[config.mk]
export PLATFORM = sky130hd
export DESIGN_NAME = tcm_port_arbiter
export DESIGN_NICKNAME = d
export VERILOG_FILES = /design/src/rtl/tcm_port_arbiter.sv
export SDC_FILE = /design/constraint.sdc
export NUM_CORES = 1
export LEC_CHECK = 0
export CAP_MARGIN = 20
export CORE_AREA = 4 4 105 107
export CTS_CLUSTER_DIAMETER = 200
export DETAILED_ROUTE_END_ITERATION = 8
export DIE_AREA = 0 0 109 111
export HOLD_SLACK_MARGIN = 0.05
export PLACE_DENSITY = 0.67
export SLEW_MARGIN = 20
export SYNTH_ARGS = -nofsm -noshare
export SYNTH_HDL_FRONTEND = slang
export SYNTH_SLANG_ARGS = --single-unit
export TNS_END_PERCENT = 5
[constraint.sdc]
create_clock -name clk_i -period 4.5 [get_ports clk_i]
set_clock_uncertainty 0.1 [all_clocks]
set_input_delay 0.675 -clock clk_i [delete_from_list [all_inputs] [get_ports clk_i]]
set_output_delay 0.675 -clock clk_i [all_outputs]
set_load 0.005 [all_outputs]
[src/rtl/tcm_port_arbiter.sv]
// Single-port TCM arbiter: shares one 32-bit RAM between the fetch and data ports with
// data priority, a fetch starvation limit, address range checks and one-cycle responses.

package tcm_port_arbiter_pkg;
  localparam int unsigned TAG_W = 11;

  typedef enum logic [1:0] {
    GNT_NONE = 2'd0,
    GNT_I    = 2'd1,
    GNT_D    = 2'd2
  } gnt_e;

  typedef struct packed {
    logic             vld;
    logic             port_d;
    logic             err;
    logic             is_wr;
    logic [TAG_W-1:0] tag;
  } resp_t;
endpackage

module tcm_port_arbiter
  import tcm_port_arbiter_pkg::*;
#(
  parameter logic [31:0] BASE_ADDR  = 32'h8000_0000,
  parameter int unsigned MEM_AW     = 14,
  parameter int unsigned STARVE_MAX = 4
) (
  input  logic              clk_i,
  input  logic              rst_i,

  input  logic              mem_i_rd_i,
  input  logic [31:0]       mem_i_pc_i,
  output logic              mem_i_accept_o,
  output logic              mem_i_valid_o,
  output logic              mem_i_error_o,
  output logic [31:0]       mem_i_inst_o,

  input  logic              mem_d_rd_i,
  input  logic [3:0]        mem_d_wr_i,
  input  logic [31:0]       mem_d_addr_i,
  input  logic [31:0]       mem_d_data_wr_i,
  input  logic [TAG_W-1:0]  mem_d_req_tag_i,
  output logic              mem_d_accept_o,
  output logic              mem_d_ack_o,
  output logic              mem_d_error_o,
  output logic [TAG_W-1:0]  mem_d_resp_tag_o,
  output logic [31:0]       mem_d_data_rd_o,

  output logic              ram_en_o,
  output logic [3:0]        ram_wr_o,
  output logic [MEM_AW-1:0] ram_addr_o,
  output logic [31:0]       ram_data_o,
  input  logic [31:0]       ram_data_i
);

  localparam int unsigned     HI_LSB     = MEM_AW + 2;
  localparam int unsigned     CNT_W      = 4;
  localparam logic [CNT_W-1:0] STARVE_LIM = CNT_W'(STARVE_MAX);

  logic [CNT_W-1:0] starve_cnt;
  logic [CNT_W-1:0] starve_cnt_nxt;
  resp_t            resp_q;
  resp_t            resp_nxt;
  gnt_e             gnt;

  logic d_req;
  logic i_req;
  logic d_is_wr;
  logic d_in_range;
  logic i_in_range;
  logic live_i;
  logic live_d;
  logic unused_addr_lsb;

  assign d_is_wr         = |mem_d_wr_i;
  assign d_req           = mem_d_rd_i | d_is_wr;
  assign i_req           = mem_i_rd_i;
  assign d_in_range      = (mem_d_addr_i[31:HI_LSB] == BASE_ADDR[31:HI_LSB]);
  assign i_in_range      = (mem_i_pc_i[31:HI_LSB] == BASE_ADDR[31:HI_LSB]) &&
                           (mem_i_pc_i[1:0] == 2'b00);
  assign unused_addr_lsb = ^mem_d_addr_i[1:0];

  // Data wins until the pending fetch has lost STARVE_MAX times in a row.
  always_comb begin
    gnt = GNT_NONE;
    if (!rst_i) begin
      if (d_req && (starve_cnt < STARVE_LIM)) begin
        gnt = GNT_D;
      end else if (i_req) begin
        gnt = GNT_I;
      end else if (d_req) begin
        gnt = GNT_D;
      end
    end
  end

  always_comb begin
    starve_cnt_nxt = starve_cnt;
    if (!i_req || (gnt == GNT_I)) begin
      starve_cnt_nxt = '0;
    end else if ((gnt == GNT_D) && (starve_cnt < STARVE_LIM)) begin
      starve_cnt_nxt = starve_cnt + CNT_W'(1);
    end
  end

  // RAM drive: out-of-range or misaligned grants never touch the macro.
  always_comb begin
    mem_i_accept_o = (gnt == GNT_I);
    mem_d_accept_o = (gnt == GNT_D);
    ram_en_o       = 1'b0;
    ram_wr_o       = 4'b0000;
    ram_addr_o     = '0;
    ram_data_o     = '0;
    if ((gnt == GNT_I) && i_in_range) begin
      ram_en_o   = 1'b1;
      ram_addr_o = mem_i_pc_i[MEM_AW+1:2];
    end else if ((gnt == GNT_D) && d_in_range) begin
      ram_en_o   = 1'b1;
      ram_addr_o = mem_d_addr_i[MEM_AW+1:2];
      if (d_is_wr) begin
        ram_wr_o   = mem_d_wr_i;
        ram_data_o = mem_d_data_wr_i;
      end
    end
  end

  always_comb begin
    resp_nxt = '0;
    if (gnt == GNT_D) begin
      resp_nxt.vld    = 1'b1;
      resp_nxt.port_d = 1'b1;
      resp_nxt.err    = ~d_in_range;
      resp_nxt.is_wr  = d_is_wr;
      resp_nxt.tag    = mem_d_req_tag_i;
    end else if (gnt == GNT_I) begin
      resp_nxt.vld    = 1'b1;
      resp_nxt.err    = ~i_in_range;
    end
  end

  always_ff @(posedge clk_i) begin
    if (rst_i) begin
      resp_q     <= '0;
      starve_cnt <= '0;
    end else begin
      resp_q     <= resp_nxt;
      starve_cnt <= starve_cnt_nxt;
    end
  end

  // A response pending across a reset edge is discarded, so outputs are gated by rst_i.
  assign live_i = resp_q.vld & ~resp_q.port_d & ~rst_i;
  assign live_d = resp_q.vld &  resp_q.port_d & ~rst_i;

  always_comb begin
    mem_i_valid_o    = live_i;
    mem_i_error_o    = live_i & resp_q.err;
    mem_i_inst_o     = (live_i && !resp_q.err) ? ram_data_i : 32'h0;
    mem_d_ack_o      = live_d;
    mem_d_error_o    = live_d & resp_q.err;
    mem_d_resp_tag_o = live_d ? resp_q.tag : '0;
    mem_d_data_rd_o  = (live_d && !resp_q.err && !resp_q.is_wr) ? ram_data_i : 32'h0;
  end

endmodule

Word level (Yosys, flattened, before mapping)
Index checks and enable logic that the tools add are counted.

Register bits after elaboration: 19. Input port bits: 147. Output and inout bits: 132. Word-level logic and storage cells: 62.

Add/subtract/negate cells: 1. $lt $le $gt $ge: 1. Equality and inequality tests: 4. Multiplexer cells: 22. Bitwise operators: 12. Reductions and logical operators: 16.

Operator list (count): 2-to-1 mux 32 bit (5); equality test 16 bit (second input constant) (2); 2-to-1 mux 14 bit (2); 2-to-1 mux 4 bit (3); 2-to-1 mux 11 bit (1); logical AND 1 bit (8); 2-to-1 mux 2 bit (4); 2-to-1 mux 1 bit (7); bitwise AND 1 bit (6); inverter 1 bit (5); adder 4 x 1 -> 4 bit (second input constant) (1); less-than comparator 4 x 3 -> 1 bit (second input constant) (1); OR reduction 2 bit (2); OR reduction 4 bit (1); zero test 1 bit (3); equality test 2 x 1 -> 1 bit (second input constant) (1); equality test 2 bit (second input constant) (1); zero test 2 bit (1); logical OR 1 bit (1); bitwise OR 1 bit (1).

Longest topological paths before layout
Depth after elaboration: 10. Gate-level depth with buffers: 12. Depth with buffers taken out: 9.

Least setup slack after synthesis
OpenSTA, ideal clock, no wires.

Path kind: input -> output. Start: in mem_d_wr_i[3]. End: out ram_addr_o[1]. Data arrival time: 2.906 ns. Required time: 3.725 ns. Slack: 0.819 ns. Stages on the path: 12. Buffers on the path: 3. Path through: or4_1 clkbuf_1 nor2_1 a211o_1 inv_1 ha_1 nor4b_1 nand4_1 or2_2 clkbuf_1 clkbuf_1 o31ai_1.

Cells in the longest elaborated chain, start to end: 10. Elaborated cells between the ends (all ways): 13. Classes of those cells: eq/ne (2); mux (6); bitwise (1); reduce/logical (4).

RTL lines: start, declared (RTL line 40) `input logic [3:0] mem_d_wr_i,`; OR reduction 4 bit (*) (RTL line 76) `assign d_is_wr = |mem_d_wr_i;`; bitwise OR 1 bit (*) (RTL line 77) `assign d_req = mem_d_rd_i | d_is_wr;`; 2-to-1 mux 2 bit (RTL line 92) `end else if (d_req) begin`; 2-to-1 mux 2 bit (RTL line 90) `end else if (i_req) begin`; 2-to-1 mux 2 bit (*) (RTL line 88) `if (d_req && (starve_cnt < STARVE_LIM)) begin`; 2-to-1 mux 2 bit (*) (RTL line 87) `if (!rst_i) begin`; equality test 2 bit (*); named net mem_d_accept_o (RTL line 44) `output logic mem_d_accept_o,`; logical AND 1 bit (*) (RTL line 118) `end else if ((gnt == GNT_D) && d_in_range) begin`; 2-to-1 mux 14 bit (*) (RTL line 118); 2-to-1 mux 14 bit (*) (RTL line 115) `if ((gnt == GNT_I) && i_in_range) begin`; end, declared (RTL line 52) `output logic [MEM_AW-1:0] ram_addr_o,`.

The timed path passes the listed nets; every way through them passes the cells marked *.

Final worst setup path
Start: in mem_d_wr_i[2]. End: out ram_addr_o[4].

Cells in the longest elaborated chain, start to end: 10. Elaborated cells between the ends (all ways): 13. Classes of those cells: eq/ne (2); mux (6); bitwise (1); reduce/logical (4).

RTL lines (RTL line): OR reduction 4 bit (*) (76); bitwise OR 1 bit (*) (77); 2-to-1 mux 2 bit (92); 2-to-1 mux 2 bit (90); 2-to-1 mux 2 bit (*) (88); 2-to-1 mux 2 bit (*) (87); equality test 2 bit (118); logical AND 1 bit (118); 2-to-1 mux 14 bit (118); 2-to-1 mux 14 bit (*) (115).

Mark *: on every way between the ends. The rest lies on a longest branch, timed or not.

==> run summary <==
run status = finished, final reports clean
die outline width = 109 um
share of Yosys cell area claimed by the top area cell type = 31.19%
Die Footprint = 12100 um^2
least setup slack across all paths after layout = 209.4 ps
transition time of the tightest slew-check pin = 725.7 ps
TritonCTS clock tree = yes
number of enable flip-flop cells after synthesis = 0
clock slew seen by the registers of the worst setup and hold paths = 70 ps
worst-path cell with the longest stage delay = sky130_fd_sc_hd__clkdlybuf4s50_1
max-slew violation total from the final report = 0
Sw Ratio = 21.63%
starting utilization of the core area = 18.40%
leakage power = 0.001977 uW
post-route fraction of the period consumed by the critical path = 95.35%
cell at the root of the clock tree = sky130_fd_sc_hd__clkbuf_8
cell type contributing the most total cell area after synthesis = sky130_fd_sc_hd__and2_1
Worst Path Required = 3720 ps
number of failing setup endpoints in the final timing report = 0
total wire length after detailed routing = 10060 um
final number of hold-violating endpoints = 0
gr usage total = 15.12%
sinks on the clock net = 19
mean cell area of the mapped netlist = 7.231 um^2
Psw = 103.4 uW
antenna diode count = 0
Area contributors post-synth = sky130_fd_sc_hd__and2_1, sky130_fd_sc_hd__dfxtp_1, sky130_fd_sc_hd__and3_1, sky130_fd_sc_hd__o31ai_1, sky130_fd_sc_hd__nand4_1
clock buffer count from CTS = 3
longest individual stage delay on the worst path = 580 ps
count of vias placed by the detailed router = 2836
first-pass GRT wire length = 14720 um
Crit Path Category = in -> out
Pre-antenna DRT Iters = 4
sequential fraction of design power = 37.1%
Tmin final = 4291 ps
Synth Instances = 258
Final GP Congestion = 0.8191
via-per-instance ratio = 4.297
Cell Chain, Critical Path = clkdlybuf4s50_1 -> or4_1 -> nor2_1 -> a211o_1 -> inv_1 -> ha_1 -> nor4b_2 -> nand4_1 -> or2_4 -> o31ai_1 -> clkdlybuf4s50_1
internal cell power = 374.8 uW
PortBufs = 276
relative max-transition margin = 51.52%
count of yosys warnings during synthesis = 0
number of antenna violations at the first check in global routing = 0
Cell variety after synth = 29
H-Tree Depth = 1
endpoint kind of the worst setup timing path = primary output
global routing met2 resource utilization = 29.77%
Post-Syn Nets = 408
Cells on Worst Hold Path = 2
residual DRC count = 0
clock power share = 24.7%
number of post-CTS setup repair buffers = 0
Die Ht = 111 um
placed cell count = 656
power per cell area = 99.19 nW/um^2
Arr. time, crit path = 3520 ps
core box area = 10140 um^2
count of filler cells inserted in the layout = 983
layout cells sized above 1 = 3.817%
mean routed wirelength per cell = 15.24 um
Post-Layout Cell Count = 660
GR Util met1 = 15.14%
post-DP HPWL = 8810 um
Skew-Pair Late Insertion Delay = 250 ps
fmax = 0.2331 GHz
boundary pin count = 279
maximum VDD drop = 0.08128 mV
number of max-capacitance violations reported = 0
sort of element at the start of the critical path = input pin
initial detailed-routing violation count = 75
#FFs+latches synth = 19
depth of the worst register-to-register path = 8
fraction of registers with async set/reset = 0%
share of power burned in combinational logic = 38.3%
combined area of all synthesized cells = 1866 um^2
antenna viol nets, final = 0
Remaining Overflow, GRT = 0
synthesis-to-layout area growth = 158.4%
hold buffer count at CTS = 0
Synth top cells by count = sky130_fd_sc_hd__and2_1, sky130_fd_sc_hd__and3_1, sky130_fd_sc_hd__dfxtp_1, sky130_fd_sc_hd__inv_1, sky130_fd_sc_hd__clkbuf_1
Post-Place Worst Slack = -50.22 ps
RSZ-0062 raised after global routing = no
via count of the first global-routing pass = 2854
sequential cell area fraction in the yosys report = 20.39%
nets@finish = 675
Placement Rows = 37
maximum buffer depth of the clock tree = 2
dominant cell by count in the synthesized netlist = sky130_fd_sc_hd__and2_1
Most common cell on crit path = sky130_fd_sc_hd__clkdlybuf4s50_1
primary flip-flop cell chosen by synthesis mapping = sky130_fd_sc_hd__dfxtp_1
biggest fanout along the worst timing path = 16
layer with the highest usage after global routing = met2
pin count of the biggest net entering global routing = 37
met3 global-route usage = 4.776%
Hold Path Class = reg -> reg
-- what timing repair did --
item / in CTS / in global routing
pin swaps: 0 / 1
endpoints found under the hold margin: 0 / 0
resized for setup: 1 / 1
endpoints found under the setup margin: 1 / 40
-- worst paths after layout --
| check | start | slack (ps) | endpoint |
|---|---|---|---|
| worst max-delay path | mem_d_wr_i[2] | 210 | ram_addr_o[4] |
| worst min-delay path | starve_cnt[3] | 380 | starve_cnt[3] |
| worst max register to register | starve_cnt[3] | 2190 | resp_q[12] |
| worst min register to register | starve_cnt[3] | 380 | starve_cnt[3] |
-- stage by stage --
| step | TNS [ps] | util (%) | area, um^2 | hold slack (ps) | total power (uW) |
|---|---|---|---|---|---|
| floorplan | 0 | - | 1866 | 338.5 | 208.6 |
| global placement | -29.20 | 47.01 | 4766 | 348.3 | 361.0 |
| detailed placement | -50.22 | 47.01 | 4766 | 367.0 | 364.9 |
| CTS | 0 | 47.49 | 4815 | 378.6 | 485.1 |
| global route | 0 | 47.55 | 4821 | 398.8 | 503.5 |
| finish | 0 | 47.55 | 4821 | 378.5 | 478.2 |
-- layout by cell type, fill, tap and decap left out --
| master | count |
|---|---|
| sky130_fd_sc_hd__or4_1 | 4 |
| sky130_fd_sc_hd__nand2_1 | 3 |
| sky130_fd_sc_hd__o211a_1 | 1 |
| sky130_fd_sc_hd__ha_1 | 3 |
| sky130_fd_sc_hd__nand4_1 | 15 |
| sky130_fd_sc_hd__nor2b_1 | 2 |
| sky130_fd_sc_hd__inv_1 | 19 |
| sky130_fd_sc_hd__nor4_4 | 1 |
| sky130_fd_sc_hd__and2_1 | 93 |
| sky130_fd_sc_hd__o211ai_1 | 1 |
| sky130_fd_sc_hd__and3_1 | 34 |
| sky130_fd_sc_hd__clkbuf_8 | 3 |
| sky130_fd_sc_hd__clkdlybuf4s50_1 | 276 |
| sky130_fd_sc_hd__or2_4 | 1 |
| sky130_fd_sc_hd__nand3_1 | 2 |
| sky130_fd_sc_hd__nor3b_2 | 1 |
| sky130_fd_sc_hd__xor2_1 | 1 |
| sky130_fd_sc_hd__nand2b_1 | 1 |
| sky130_fd_sc_hd__or2_2 | 1 |
| sky130_fd_sc_hd__dfxtp_1 | 19 |
| sky130_fd_sc_hd__nor4_1 | 2 |
| sky130_fd_sc_hd__a21oi_1 | 2 |
| sky130_fd_sc_hd__a311oi_4 | 1 |
| sky130_fd_sc_hd__nor3b_1 | 1 |
| sky130_fd_sc_hd__or4b_4 | 1 |
| sky130_fd_sc_hd__a211o_1 | 1 |
| sky130_fd_sc_hd__buf_4 | 8 |
| sky130_fd_sc_hd__nor4b_2 | 1 |
| sky130_fd_sc_hd__nor2_1 | 9 |
| sky130_fd_sc_hd__o31ai_1 | 14 |
| sky130_fd_sc_hd__a31oi_1 | 1 |
| sky130_fd_sc_hd__buf_12 | 1 |
| sky130_fd_sc_hd__clkinv_2 | 1 |
-- critical path: cells and delay by family --
kind            cells  cell delay (ps)
compound gates      2              590
fa+ha+maj           1              160
buf+inv             3             1120
simple gates        5              960
-- cells by family (layout without fill, tap and decap cells) --
family	Yosys count	in the layout	synth area share [%]
DFF	19	19	20.39
and+or+nand+nor	172	172	57.68
xor gates and xnor gates	1	1	0.4696
adders and majority gates	3	3	2.012
buffers and inverters	42	308	10.13
AOI/OAI and AO/OA	21	21	9.323
-- final cells by class --
type	count	area, um^2	area share [%]
flip-flops and latches	19	380.4	7.890
clock buffers	3	41.29	0.8565
multi-input cells	197	1310	27.17
repair buffers	285	2843	58.97
inverters	19	71.32	1.479
clock inverters	1	5.005	0.1038
well taps	136	170.2	3.530
-- layer usage --
metal | wire [um] | vias to the layer above
met3 | 1218 | 8
met2 | 5202 | 162
li1 | - | 1407
met5 | 0 | -
met1 | 3513 | 1259
met4 | 123 | 0
-- registers in the layout (all words and copies together) (netlist names) --
signal      count
resp_q         15
starve_cnt      4
-- power by group through the flow --
stage / Combinational [uW] / Clock (uW) / Sequential [uW]
floorplan: 28.2 / 0 / 180
global placement: 180 / 0 / 181
detailed placement: 184 / 0 / 181
CTS: 185 / 123 / 177
global route: 196 / 129 / 178
finish: 183 / 118 / 177
Note: power is estimated with default switching activity, not from simulation.
